`config.mk`:
```
export PLATFORM = sky130hd
export DESIGN_NAME = fetch_unit_flat
export DESIGN_NICKNAME = d
export VERILOG_FILES = /design/src/rtl/fetch_unit_if.sv /design/src/rtl/fetch_unit.sv /design/src/flat_wrapper.sv
export SDC_FILE = /design/constraint.sdc
export NUM_CORES = 1
export LEC_CHECK = 0
export BUFFER_PORTS_ARGS = -buffer_cell sky130_fd_sc_hd__clkbuf_2
export CORE_ASPECT_RATIO = 1.75
export CORE_MARGIN = 4
export CORE_UTILIZATION = 30
export DETAILED_ROUTE_END_ITERATION = 8
export SYNTH_ARGS = -nofsm -noshare
export SYNTH_HDL_FRONTEND = slang
export SYNTH_SLANG_ARGS = --single-unit
```
`constraint.sdc`:
```
create_clock -name clk -period 10.55 [get_ports clk]
set_clock_uncertainty 0.1 [all_clocks]
set_input_delay 2.11 -clock clk [delete_from_list [all_inputs] [get_ports clk]]
set_output_delay 2.11 -clock clk [all_outputs]
set_load 0.01 [all_outputs]
```
`src/rtl/fetch_unit_if.sv`:
```
// Instruction memory request/response bus between the fetch unit and memory.
// The fetch unit drives request and address; memory returns ready and data.
interface fetch_unit_if #(
   parameter int ADDRESS_LEN     = 32,
   parameter int INSTRUCTION_LEN = 32
);
   logic                       imem_req;
   logic [ADDRESS_LEN-1:0]     imem_addr;
   logic                       imem_ready;
   logic [INSTRUCTION_LEN-1:0] imem_rdata;

   modport master (
      output imem_req,
      output imem_addr,
      input  imem_ready,
      input  imem_rdata
   );

   modport slave (
      input  imem_req,
      input  imem_addr,
      output imem_ready,
      output imem_rdata
   );
endinterface

```
`src/rtl/fetch_unit.sv`:
```
// Instruction fetch stage: PC sequencing, one-entry skid buffer for decode
// stalls, and a drain state that discards the response to a redirected fetch.
module fetch_unit #(
   parameter int ADDRESS_LEN     = 32,
   parameter int INSTRUCTION_LEN = 32
) (
   input  logic                       clk,
   input  logic                       rst,
   input  logic                       freeze,
   input  logic                       branch_taken,
   input  logic [ADDRESS_LEN-1:0]     branch_addr,
   fetch_unit_if.master               imem,
   output logic [ADDRESS_LEN-1:0]     PC,
   output logic [INSTRUCTION_LEN-1:0] instruction,
   output logic                       valid
);

   typedef enum logic [1:0] {
      FETCH,
      BUFFERED,
      DRAIN
   } state_t;

   state_t                     state, state_n;
   logic [ADDRESS_LEN-1:0]     pc, pc_n;
   logic [ADDRESS_LEN-1:0]     req_addr, req_addr_n;
   logic [ADDRESS_LEN-1:0]     skid_pc, skid_pc_n;
   logic [INSTRUCTION_LEN-1:0] skid_ins, skid_ins_n;
   logic [ADDRESS_LEN-1:0]     id_pc_n;
   logic [INSTRUCTION_LEN-1:0] id_ins_n;
   logic                       id_valid_n;
   logic [ADDRESS_LEN-1:0]     seq_addr;
   logic                       ready;

   assign ready          = imem.imem_ready;
   assign seq_addr       = req_addr + ADDRESS_LEN'(4);
   assign imem.imem_addr = req_addr;
   // Gate with rst so memory sees the request drop in the same cycle.
   assign imem.imem_req  = !rst && (state != BUFFERED);

   always_ff @(posedge clk or posedge rst) begin
      if (rst) begin
         state       <= FETCH;
         pc          <= '0;
         req_addr    <= '0;
         skid_pc     <= '0;
         skid_ins    <= '0;
         PC          <= '0;
         instruction <= '0;
         valid       <= 1'b0;
      end else begin
         state       <= state_n;
         pc          <= pc_n;
         req_addr    <= req_addr_n;
         skid_pc     <= skid_pc_n;
         skid_ins    <= skid_ins_n;
         PC          <= id_pc_n;
         instruction <= id_ins_n;
         valid       <= id_valid_n;
      end
   end

   always_comb begin
      state_n    = state;
      pc_n       = pc;
      req_addr_n = req_addr;
      skid_pc_n  = skid_pc;
      skid_ins_n = skid_ins;
      id_pc_n    = PC;
      id_ins_n   = instruction;
      id_valid_n = valid;

      if (branch_taken) begin
         pc_n       = branch_addr;
         skid_pc_n  = '0;
         skid_ins_n = '0;
         id_pc_n    = '0;
         id_ins_n   = '0;
         id_valid_n = 1'b0;
         // An in-flight fetch must complete before the new target can issue.
         if (ready || state == BUFFERED) begin
            req_addr_n = branch_addr;
            state_n    = FETCH;
         end else begin
            state_n    = DRAIN;
         end
      end else begin
         unique case (state)
            FETCH: begin
               if (freeze) begin
                  if (ready) begin
                     skid_pc_n  = seq_addr;
                     skid_ins_n = imem.imem_rdata;
                     pc_n       = seq_addr;
                     state_n    = BUFFERED;
                  end
               end else if (ready) begin
                  id_pc_n    = seq_addr;
                  id_ins_n   = imem.imem_rdata;
                  id_valid_n = 1'b1;
                  pc_n       = seq_addr;
                  req_addr_n = seq_addr;
               end else begin
                  id_ins_n   = '0;
                  id_valid_n = 1'b0;
               end
            end
            BUFFERED: begin
               if (!freeze) begin
                  id_pc_n    = skid_pc;
                  id_ins_n   = skid_ins;
                  id_valid_n = 1'b1;
                  req_addr_n = pc;
                  state_n    = FETCH;
               end
            end
            DRAIN: begin
               id_ins_n   = '0;
               id_valid_n = 1'b0;
               if (ready) begin
                  req_addr_n = pc;
                  state_n    = FETCH;
               end
            end
            default: state_n = FETCH;
         endcase
      end
   end

endmodule

```
`src/flat_wrapper.sv`:
```
// flat-port wrapper written by rule: the top's interface ports become plain ports
module fetch_unit_flat 
#(
   parameter int ADDRESS_LEN     = 32,
   parameter int INSTRUCTION_LEN = 32
)
  (clk, rst, freeze, branch_taken, branch_addr, PC, instruction, valid, imem_imem_req, imem_imem_addr, imem_imem_ready, imem_imem_rdata);
  fetch_unit_if #(.ADDRESS_LEN(ADDRESS_LEN), .INSTRUCTION_LEN(INSTRUCTION_LEN)) imem_i ();
  input  logic clk;
  input  logic rst;
  input  logic freeze;
  input  logic branch_taken;
  input  logic [ADDRESS_LEN-1:0] branch_addr;
  output logic [ADDRESS_LEN-1:0] PC;
  output logic [INSTRUCTION_LEN-1:0] instruction;
  output logic valid;
  output wire logic [$bits(imem_i.imem_req)-1:0] imem_imem_req;
  output wire logic [$bits(imem_i.imem_addr)-1:0] imem_imem_addr;
  input wire logic [$bits(imem_i.imem_ready)-1:0] imem_imem_ready;
  input wire logic [$bits(imem_i.imem_rdata)-1:0] imem_imem_rdata;
  assign imem_imem_req = imem_i.imem_req;
  assign imem_imem_addr = imem_i.imem_addr;
  assign imem_i.imem_ready = imem_imem_ready;
  assign imem_i.imem_rdata = imem_imem_rdata;
  fetch_unit #(.ADDRESS_LEN(ADDRESS_LEN), .INSTRUCTION_LEN(INSTRUCTION_LEN)) u_core (.clk(clk), .rst(rst), .freeze(freeze), .branch_taken(branch_taken), .branch_addr(branch_addr), .imem(imem_i), .PC(PC), .instruction(instruction), .valid(valid));
endmodule
```
Word level (Yosys, flattened, before mapping)
Cells that the tools add are included.

Bits in read-only memories: 0. Memories: 0. Bits in writable memories: 0. Register bits after elaboration: 195. Input port bits: 69. Bits in latches: 0.

Multipliers: 0. Mux-type cells: 36. Equal/unequal tests: 9. Shift-type cells: 0. Add/sub/neg operators: 1. Divide/modulo/power cells: 0. Magnitude comparators: 0. Reduce and logical (&&, ||, !) cells: 15. Bitwise gates (word level): 0.

Operators by type and width (number): 2-to-1 mux 32 bit (21); case mux 32 bit (3 select lines) (2); case mux 32 bit (2 select lines) (1); adder 32 x 3 -> 32 bit (second input constant) (1); != test 3 bit (second input constant) (5); 2-to-1 mux 2 bit (6); AND reduction 4 bit (2); case mux 2 bit (3 select lines) (1); AND reduction 3 bit (2); AND reduction 6 bit (1); nonzero test 2 bit (3); 2-to-1 mux 1 bit (4); != test 2 x 1 -> 1 bit (second input constant) (2); nonzero test 4 bit (1); case mux 1 bit (3 select lines) (1); nonzero test 3 bit (1); equality test 2 x 1 -> 1 bit (second input constant) (1); equality test 2 bit (second input constant) (1); logical NOT 2 bit (1); AND reduction 2 bit (1); logical AND 1 bit (1); logical NOT 1 bit (1); logical OR 1 bit (1).

Depth between registers and ports, before layout
Gate-level depths: netlist of the first run.

Depth after elaboration: 5. Depth in mapped cells: 10. Depth with buffers taken out: 7.

Least setup slack after synthesis of the first run
No wires, ideal clock.

Kind: input to output. Start: input port rst. End: output port imem_imem_req. Data arrival time: 2267 ps. Stages: 1. Setup slack: 6073 ps. Path buffers: 0. Data required time: 8340 ps. Path through: nor2_1.

Cells in the longest elaborated chain, start to end: 2.

Ends and longest elaborated chain: start, declared (RTL line flat_wrapper.sv:10) `input logic rst;`; logical NOT 1 bit (RTL line fetch_unit.sv:39) `assign imem.imem_req = !rst && (state != BUFFERED);`; logical AND 1 bit (RTL line fetch_unit.sv:39); end, declared (RTL line flat_wrapper.sv:17) `output wire logic [$bits(imem_i.imem_req)-1:0] imem_imem_req;`.

Every way passes these cells.

Worst setup path after layout of the first run
Ends and elaborated chain as after synthesis.

==> out/qor.csv, run 1 <==
stage,metric,value,unit
status,outcome,completed,
clock_tree,clk_lat worst skew,0.45,ns
routing,First-pass DRT Iterations,5,
floorplanning,Starting Density,30.4,%
setup_path,Worst setup SP type,primary input,
setup_path,"Req. time, crit path",8.34,ns
synth,synth cell count leaders,"nand2_1 (214), dfrtp_1 (195), o21ai_0 (169)",
synth,post-synth top area share,51.0,%
setup_path,worst path buffer plus inverter count,2,
routing,vias per inst,5.19,
routing,total wire length,28900,µm
synth,register area share after synthesis,51.0,%
routing,DR WL/cell,18.4,µm
setup_path,Worst setup EP type,output pin,
sta,worst setup margin,5.86,ns
power,internal power,1.63,mW
synth,synth top area cells,"dfrtp_1 (51%), o21ai_0 (8.8%), nand2_1 (8.4%)",
global_routing,initial antenna violation count,0,
clock_tree,Resize count post-CTS,0,
synth,Ys Warns,0,
power,combinational share of power,32.8,%
power,clock network fraction of total power,25.4,%
placement,routability cong.,0.852,
synth,#FFs+latches synth,195,
sta,Final Hold Fails,0,
power,Reg power frac,41.8,%
clock_tree,total CTS buffers,17,
synth,cell with the most instances after synthesis,nand2_1,
power,cell leakage power,4.99,nW
setup_path,Arrival @ worst endpoint,2.48,ns
clock_tree,postcts setup bufs,0,
power,Worst IR Drop VDD,0.000112,V
synth,Syn Nets,1121,
clock_tree,CTS Sinks,195,
setup_path,"Cell Chain, Critical Path","clkbuf_2, nor2_1, clkbuf_2",
sta,Slew Limit Fails,0,
global_routing,largest net degree at the start of global routing,128,
floorplanning,DIE AREA,35000,µm²
global_routing,vias in the first global route,8068,
global_routing,met2 usage,29.9,%
sta,final worst-path cycle share,44.5,%
min_path,Worst Hold Class,reg2reg,
floorplanning,die width,143,µm
power,Power Total,2.69,mW
sta,Tmin final,4.69,ns
routing,post-route ant nets,0,
final_layout,Area Overhead vs Synth,17.7,%
floorplanning,die height,244,µm
floorplanning,I/O Pins,167,
routing,routed via count,8151,
global_routing,Top Usage Layer GRT,met2,
placement,HPWL Detailed,20100,µm
clock_tree,CTS tree,built,
clock_tree,CTS Hold Bufs,0,
synth,cells after synthesis,1048,
clock_tree,# H-tree levels,4,
synth,"EDFF count, synth",0,
setup_path,CP top delay family,buffers and inverters,
final_layout,Post-layout nets,1235,
global_routing,met3 Track Usage GR,3.23,%
setup_path,critical path's largest stage delay,0.14,ns
sta,RSZ-0062 raised after global routing,no,
routing,Starting DRT DRC Count,448,
final_layout,ant diodes,0,
synth,Mapped Avg Cell Area,9.14,µm²
placement,I/O Buffers,166,
synth,post-synthesis async set-or-reset flop share,100,%
global_routing,total gr overflow,0,
floorplanning,Core Rows,86,
power,Sw Ratio,39.4,%
final_layout,share of cells above drive strength 1,19.9,%
sta,fmax,213,MHz
clock_tree,CTS Buffer Depth,2,
synth,Mapped Area,9580,µm²
floorplanning,Floorplan Core Area,31500,µm²
setup_path,Crit-path slowest cell,clkbuf_2,
clock_tree,Root Buffer,clkbuf_16,
global_routing,first-pass GRT wire length,45600,µm
routing,# DRC,0,
global_routing,global-route track usage on met1,19.1,%
synth,ys flop type,dfrtp_1,
synth,synth unique cells,62,
setup_path,Crit Path Max Fanout,2,
setup_path,kind of critical path,in2out,
sta,Setup TNS,0,ns
global_routing,gr usage total,16.7,%
sta,# setup viols final,0,
placement,worst slack at placement,5.86,ns
min_path,hold depth,2,
setup_path,WP depth,3,
sta,slew of the pin with the lowest slew margin,1.11,ns
setup_path,Register-to-Register Path Depth,10,
power,power per standard cell area,238,nW/µm²
synth,Synth area leader,dfrtp_1,
setup_path,Crit path top cell by count,clkbuf_2,
sta,Max-slew headroom,25.8,%
run,Max-cap violations,0,
clock_tree,"Reg clk slew, reported paths",0.07,ns
power,Psw,1.06,mW
[final timing paths]
kind	from	end	slack, ns
setup / recovery	rst	imem_imem_req	5.86
hold / removal	u_core.skid_pc[19]$_DFFE_PP0P_	u_core.skid_pc[19]$_DFFE_PP0P_	0.37
setup reg to reg	u_core.state[1]$_DFFE_PP0P_	u_core.imem.imem_addr[21]$_DFFE_PP0P_	7.48
hold reg to reg	u_core.skid_pc[19]$_DFFE_PP0P_	u_core.skid_pc[19]$_DFFE_PP0P_	0.37
max in group asynchronous	rst	u_core.instruction[8]$_DFFE_PP0P_	7.24
min in group asynchronous	rst	u_core.PC[7]$_DFFE_PP0P_	1.72
[worst register-to-register path, cell delays in order, from the launching register on]
cell and delay, ns:
dfrtp_1 0.40, inv_1 0.08, ha_2 0.25, buf_4 0.48, o21ai_0 0.29, a21oi_4 0.17, buf_4 0.52, nor2_1 0.12
buf_4 0.25, mux2i_1 0.17, o21ai_0 0.12
[power groups by stage]
| stage | combinational [mW] | clock [mW] | sequential (mW) |
|---|---|---|---|
| after global routing | 0.983 | 0.729 | 1.15 |
| after detailed placement | 0.892 | 0 | 1.14 |
| after CTS | 0.895 | 0.701 | 1.12 |
| after floorplan | 0.536 | 0 | 1.13 |
| after global placement | 0.882 | 0 | 1.13 |
| final | 0.882 | 0.682 | 1.12 |
[state kept, by name, indices dropped and copies added (netlist names)]
name,flops
u_core.PC,32
u_core.imem.imem_addr,32
u_core.instruction,32
u_core.pc,32
u_core.skid_ins,32
u_core.skid_pc,32
u_core.state,2
u_core.valid,1
[logic make-up (layout without fill, tap and decap cells)]
kind of cell,Yosys count,in the layout,share of synthesized area [%]
and+or+nand+nor,354,354,16.9
AOI/OAI and AO/OA,339,339,21.6
DFF,195,195,51.0
buffers and inverters,102,228,4.65
muxes,31,31,3.29
xor gates and xnor gates,23,23,2.10
adders and majority gates,4,4,0.523
[per-layer routing]
| layer | vias up | share of wire [%] |
|---|---|---|
| li1 | 3954 | - |
| met3 | 54 | 4.5 |
| met2 | 235 | 53 |
| met4 | 0 | 3.1 |
| met5 | - | 0 |
| met1 | 3908 | 39 |
[layout by cell type (no fill, tap or decap), types with 3 or more instances in the layout]
| cell type | count |
|---|---|
| a21boi_0 | 4 |
| a21oi_1 | 47 |
| a21oi_4 | 3 |
| a22o_1 | 13 |
| a22oi_1 | 10 |
| a31oi_1 | 7 |
| a32oi_1 | 32 |
| and2_1 | 3 |
| and3_1 | 10 |
| buf_4 | 13 |
| bufinv_16 | 3 |
| clkbuf_16 | 17 |
| clkbuf_2 | 165 |
| clkinvlp_4 | 4 |
| dfrtp_1 | 195 |
| ha_1 | 3 |
| inv_1 | 16 |
| mux2_2 | 4 |
| mux2i_1 | 27 |
| nand2_1 | 214 |
| nand2b_1 | 4 |
| nand3_1 | 18 |
| nand4_1 | 9 |
| nor2_1 | 42 |
| nor2b_1 | 5 |
| nor3_1 | 18 |
| nor4_1 | 8 |
| o211ai_1 | 4 |
| o21a_1 | 4 |
| o21ai_0 | 169 |
| o22ai_1 | 9 |
| o311a_1 | 4 |
| o31a_1 | 5 |
| o31ai_1 | 13 |
| or2_2 | 3 |
| or3_1 | 3 |
| xnor2_1 | 12 |
| xor2_1 | 11 |
[metrics by stage]
stage	util (%)	hold slack, ns	area [µm²]	std cells
after floorplan	-	0.330	9580	1048
after global placement	33.8	0.341	10700	1539
after detailed placement	33.8	0.355	10700	1539
after CTS	35.7	0.372	11300	1570
after global routing	35.7	0.405	11300	1570
final	35.7	0.371	11300	1570
[cell type report]
| type | count | area [µm²] |
|---|---|---|
| multi-input combinational | 751 | 4290 |
| clock inverter | 11 | 151 |
| timing repair buffer | 179 | 928 |
| inverter | 18 | 76.3 |
| sequential | 195 | 4880 |
| tap | 396 | 495 |
| fill | 3251 | 20300 |
| clock buffer | 20 | 447 |
Power figures use the tool's default switching activity.
==> run 2: changes to the inputs <==
Settings changed: ABC_AREA set to 1.
Clock period 10.55 ns to 4.2 ns, I/O delays scaled along.
==> run 2 against run 1 <==
Compared with the run above: synthesized cell count is 17% higher; combinational power rose to 3.9 times the previous value; critical path depth increased by 2; setup slack worse by 4.7 ns; die area up 0.44%; highest routed layer unchanged; hold slack got worse by 0.10 ns.
==> out/qor.csv, run 2 <==
stage,metric,value,unit,change
status,outcome,completed,,
floorplanning,Core Rows,86,,unchanged
synth,ys flop type,dfrtp_1,,
synth,post-synth top area share,50.7,%,-0.23 points
routing,Starting DRT DRC Count,499,,+11%
sta,fmax,327,MHz,
routing,post-route ant nets,0,,unchanged
synth,Mapped Avg Cell Area,7.83,µm²,-14%
synth,Synth area leader,dfrtp_1,,
power,Worst IR Drop VDD,0.000323,V,+190%
setup_path,"Req. time, crit path",3.26,ns,-5.08 ns
setup_path,Crit Path Max Fanout,65,,+63
floorplanning,die width,143,µm,+0.22%
sta,slew of the pin with the lowest slew margin,1.09,ns,-0.0183 ns
synth,post-synthesis async set-or-reset flop share,100,%,unchanged
global_routing,total gr overflow,0,,unchanged
final_layout,share of cells above drive strength 1,19.8,%,-0.11 points
clock_tree,CTS Sinks,195,,unchanged
synth,cells after synthesis,1229,,+17%
global_routing,largest net degree at the start of global routing,114,,-11%
synth,register area share after synthesis,50.7,%,-0.23 points
synth,cell with the most instances after synthesis,nand2_1,,
clock_tree,CTS tree,built,,
global_routing,first-pass GRT wire length,48400,µm,+6.3%
clock_tree,CTS Buffer Depth,2,,unchanged
sta,Max-slew headroom,27.1,%,+1.3 points
placement,routability cong.,0.822,,-3.6%
synth,Mapped Area,9620,µm²,+0.46%
setup_path,Arrival @ worst endpoint,2.12,ns,-0.36 ns
clock_tree,Resize count post-CTS,0,,unchanged
clock_tree,postcts setup bufs,0,,unchanged
routing,total wire length,30900,µm,+6.9%
synth,main combinational cell family by area after synthesis,simple AND/OR/NAND/NOR gates,,
setup_path,"setup slack, reg-to-reg",1.15,ns,-6.33 ns
setup_path,Worst setup EP type,output pin,,
placement,HPWL Detailed,21100,µm,+5.0%
setup_path,Register-to-Register Path Depth,9,,-1
sta,Tmin final,3.06,ns,
global_routing,vias in the first global route,8728,,+8.2%
clock_tree,# H-tree levels,4,,unchanged
routing,routed via count,8669,,+6.4%
synth,mux cell area share after synthesis,0.104,%,-3.2 points
floorplanning,die height,245,µm,+0.22%
synth,adder-cell share of the synthesized area,0.520,%,-0.0024 points
final_layout,"most common cell after layout, fill and taps aside",nand2_1,,
floorplanning,Floorplan Core Area,31500,µm²,unchanged
routing,DR WL/cell,17.5,µm,-4.9%
floorplanning,DIE AREA,35100,µm²,+0.44%
clock_tree,total CTS buffers,17,,unchanged
clock_tree,CTS Hold Bufs,0,,unchanged
power,cell leakage power,5.51,nW,+10%
synth,#FFs+latches synth,195,,unchanged
power,Power Total,8.24,mW,+210%
sta,# setup viols final,0,,unchanged
synth,synth cell count leaders,"nand2_1 (425), dfrtp_1 (195), o21ai_0 (145)",,
global_routing,gr usage total,17.8,%,+1.1 points
final_layout,Area Overhead vs Synth,18.5,%,
clock_tree,clk_lat worst skew,0.45,ns,about the same
synth,post-synthesis simple-gate area fraction,28.1,%,+11 points
synth,Synth Area in Compound Gates,14.3,%,-7.3 points
sta,Slew Limit Fails,0,,unchanged
clock_tree,"Reg clk slew, reported paths",0.07,ns,about the same
floorplanning,I/O Pins,167,,unchanged
routing,vias per inst,4.91,,-5.3%
synth,Ys Warns,0,,unchanged
sta,Setup TNS,0,ns,unchanged
routing,# DRC,0,,unchanged
sta,Final Hold Fails,0,,unchanged
synth,synth top area cells,"dfrtp_1 (51%), nand2_1 (17%), o21ai_0 (7.5%)",,
placement,I/O Buffers,166,,unchanged
global_routing,initial antenna violation count,1,,+1
synth,Syn Nets,1302,,+16%
sta,RSZ-0062 raised after global routing,no,,
clock_tree,Root Buffer,clkbuf_16,,
routing,First-pass DRT Iterations,5,,unchanged
setup_path,Worst setup SP type,flop,,
final_layout,most frequent cells in the layout,"nand2_1 (425), dfrtp_1 (195), clkbuf_2 (166)",,
final_layout,Post-layout nets,1428,,+16%
sta,final worst-path cycle share,72.9,%,
final_layout,Filler Cell Count,3339,,+2.7%
run,Max-cap violations,0,,unchanged
floorplanning,Starting Density,30.5,%,+0.14 points
setup_path,kind of critical path,reg2out,,
setup_path,R2R Path End,u_core.PC[25]$_DFFE_PP0P_,,
synth,xor and xnor area share after synthesis,1.60,%,-0.50 points
min_path,Worst Hold Class,in2async,,
power,power per standard cell area,723,nW/µm²,+200%
synth,synth unique cells,34,,-45%
setup_path,r2r startpoint,u_core.state[1]$_DFFE_PP0P_,,
synth,"EDFF count, synth",0,,unchanged
==> run 2: report_power, final <==
group	switching, mW	internal, mW	total (mW)
Combinational	2.30	1.11	3.41
Clock	0.765	0.947	1.71
Sequential	0.547	2.58	3.12
Total	3.61	4.63	8.24
==> run 2: logic make-up after synthesis <==
kind of cell / count (synthesis)
xor gates and xnor gates: 15
adders and majority gates: 4
and+or+nand+nor: 649
AOI/OAI and AO/OA: 262
buffers and inverters: 103
muxes: 1
DFF: 195
==> run 2: worst max-delay path, stage by stage (launching register included) <==
cell      delay [ns]
dfrtp_1         0.39
inv_1           0.09
ha_2            0.19
buf_4           0.67
nor2_1          0.14
clkbuf_2        0.17
==> run 2: through the flow <==
stage          std cells  area [µm²]  util [%]  worst slack [ns]  hold WS (ns)
2_1_floorplan       1229        9620         -             0.742         0.348
3_3_place_gp        1732       10800      34.2              1.13         0.352
3_5_place_dp        1732       10800      34.2              1.05         0.357
4_1_cts             1763       11400      36.1              1.09         0.253
5_1_grt             1764       11400      36.1             0.860         0.266
6_report            1764       11400      36.1              1.14         0.268
==> run 2: worst max-delay path by stage <==
stage                                                end  cells after the start                        start
CTS                            u_core.PC[25]$_DFFE_PP0P_                      9  u_core.state[1]$_DFFE_PP0P_
global route        u_core.imem.imem_addr[7]$_DFFE_PP0P_                      9  u_core.state[1]$_DFFE_PP0P_
floorplan                       u_core.PC[0]$_DFFE_PP0P_                      1                          rst
detailed placement  u_core.imem.imem_addr[3]$_DFFE_PP0P_                      8                 branch_taken
global placement    u_core.imem.imem_addr[5]$_DFFE_PP0P_                      7                 branch_taken
finish                                     imem_imem_req                      5  u_core.state[1]$_DFFE_PP0P_
==> run 2: metal layers <==
layer,vias up,global-route usage (%),routed length [µm]
met2,258,31.8,16300
met1,4108,19.9,11800
met4,0,8.70,1370
met5,-,0,0
met3,59,3.57,1400
li1,4244,-,-
==> run 2: area by class of cell <==
type                            count  area, µm²  share of cell area [%]
Sequential cell                   195       4880                    42.8
Multi-Input combinational cell    931       4330                    38.0
Timing Repair Buffer              180        973                    8.54
Tap cell                          396        495                    4.35
Clock buffer                       18        439                    3.85
Clock inverter                     13        161                    1.42
Inverter                           30        116                    1.02
Antenna cell                        1       2.50                  0.0220
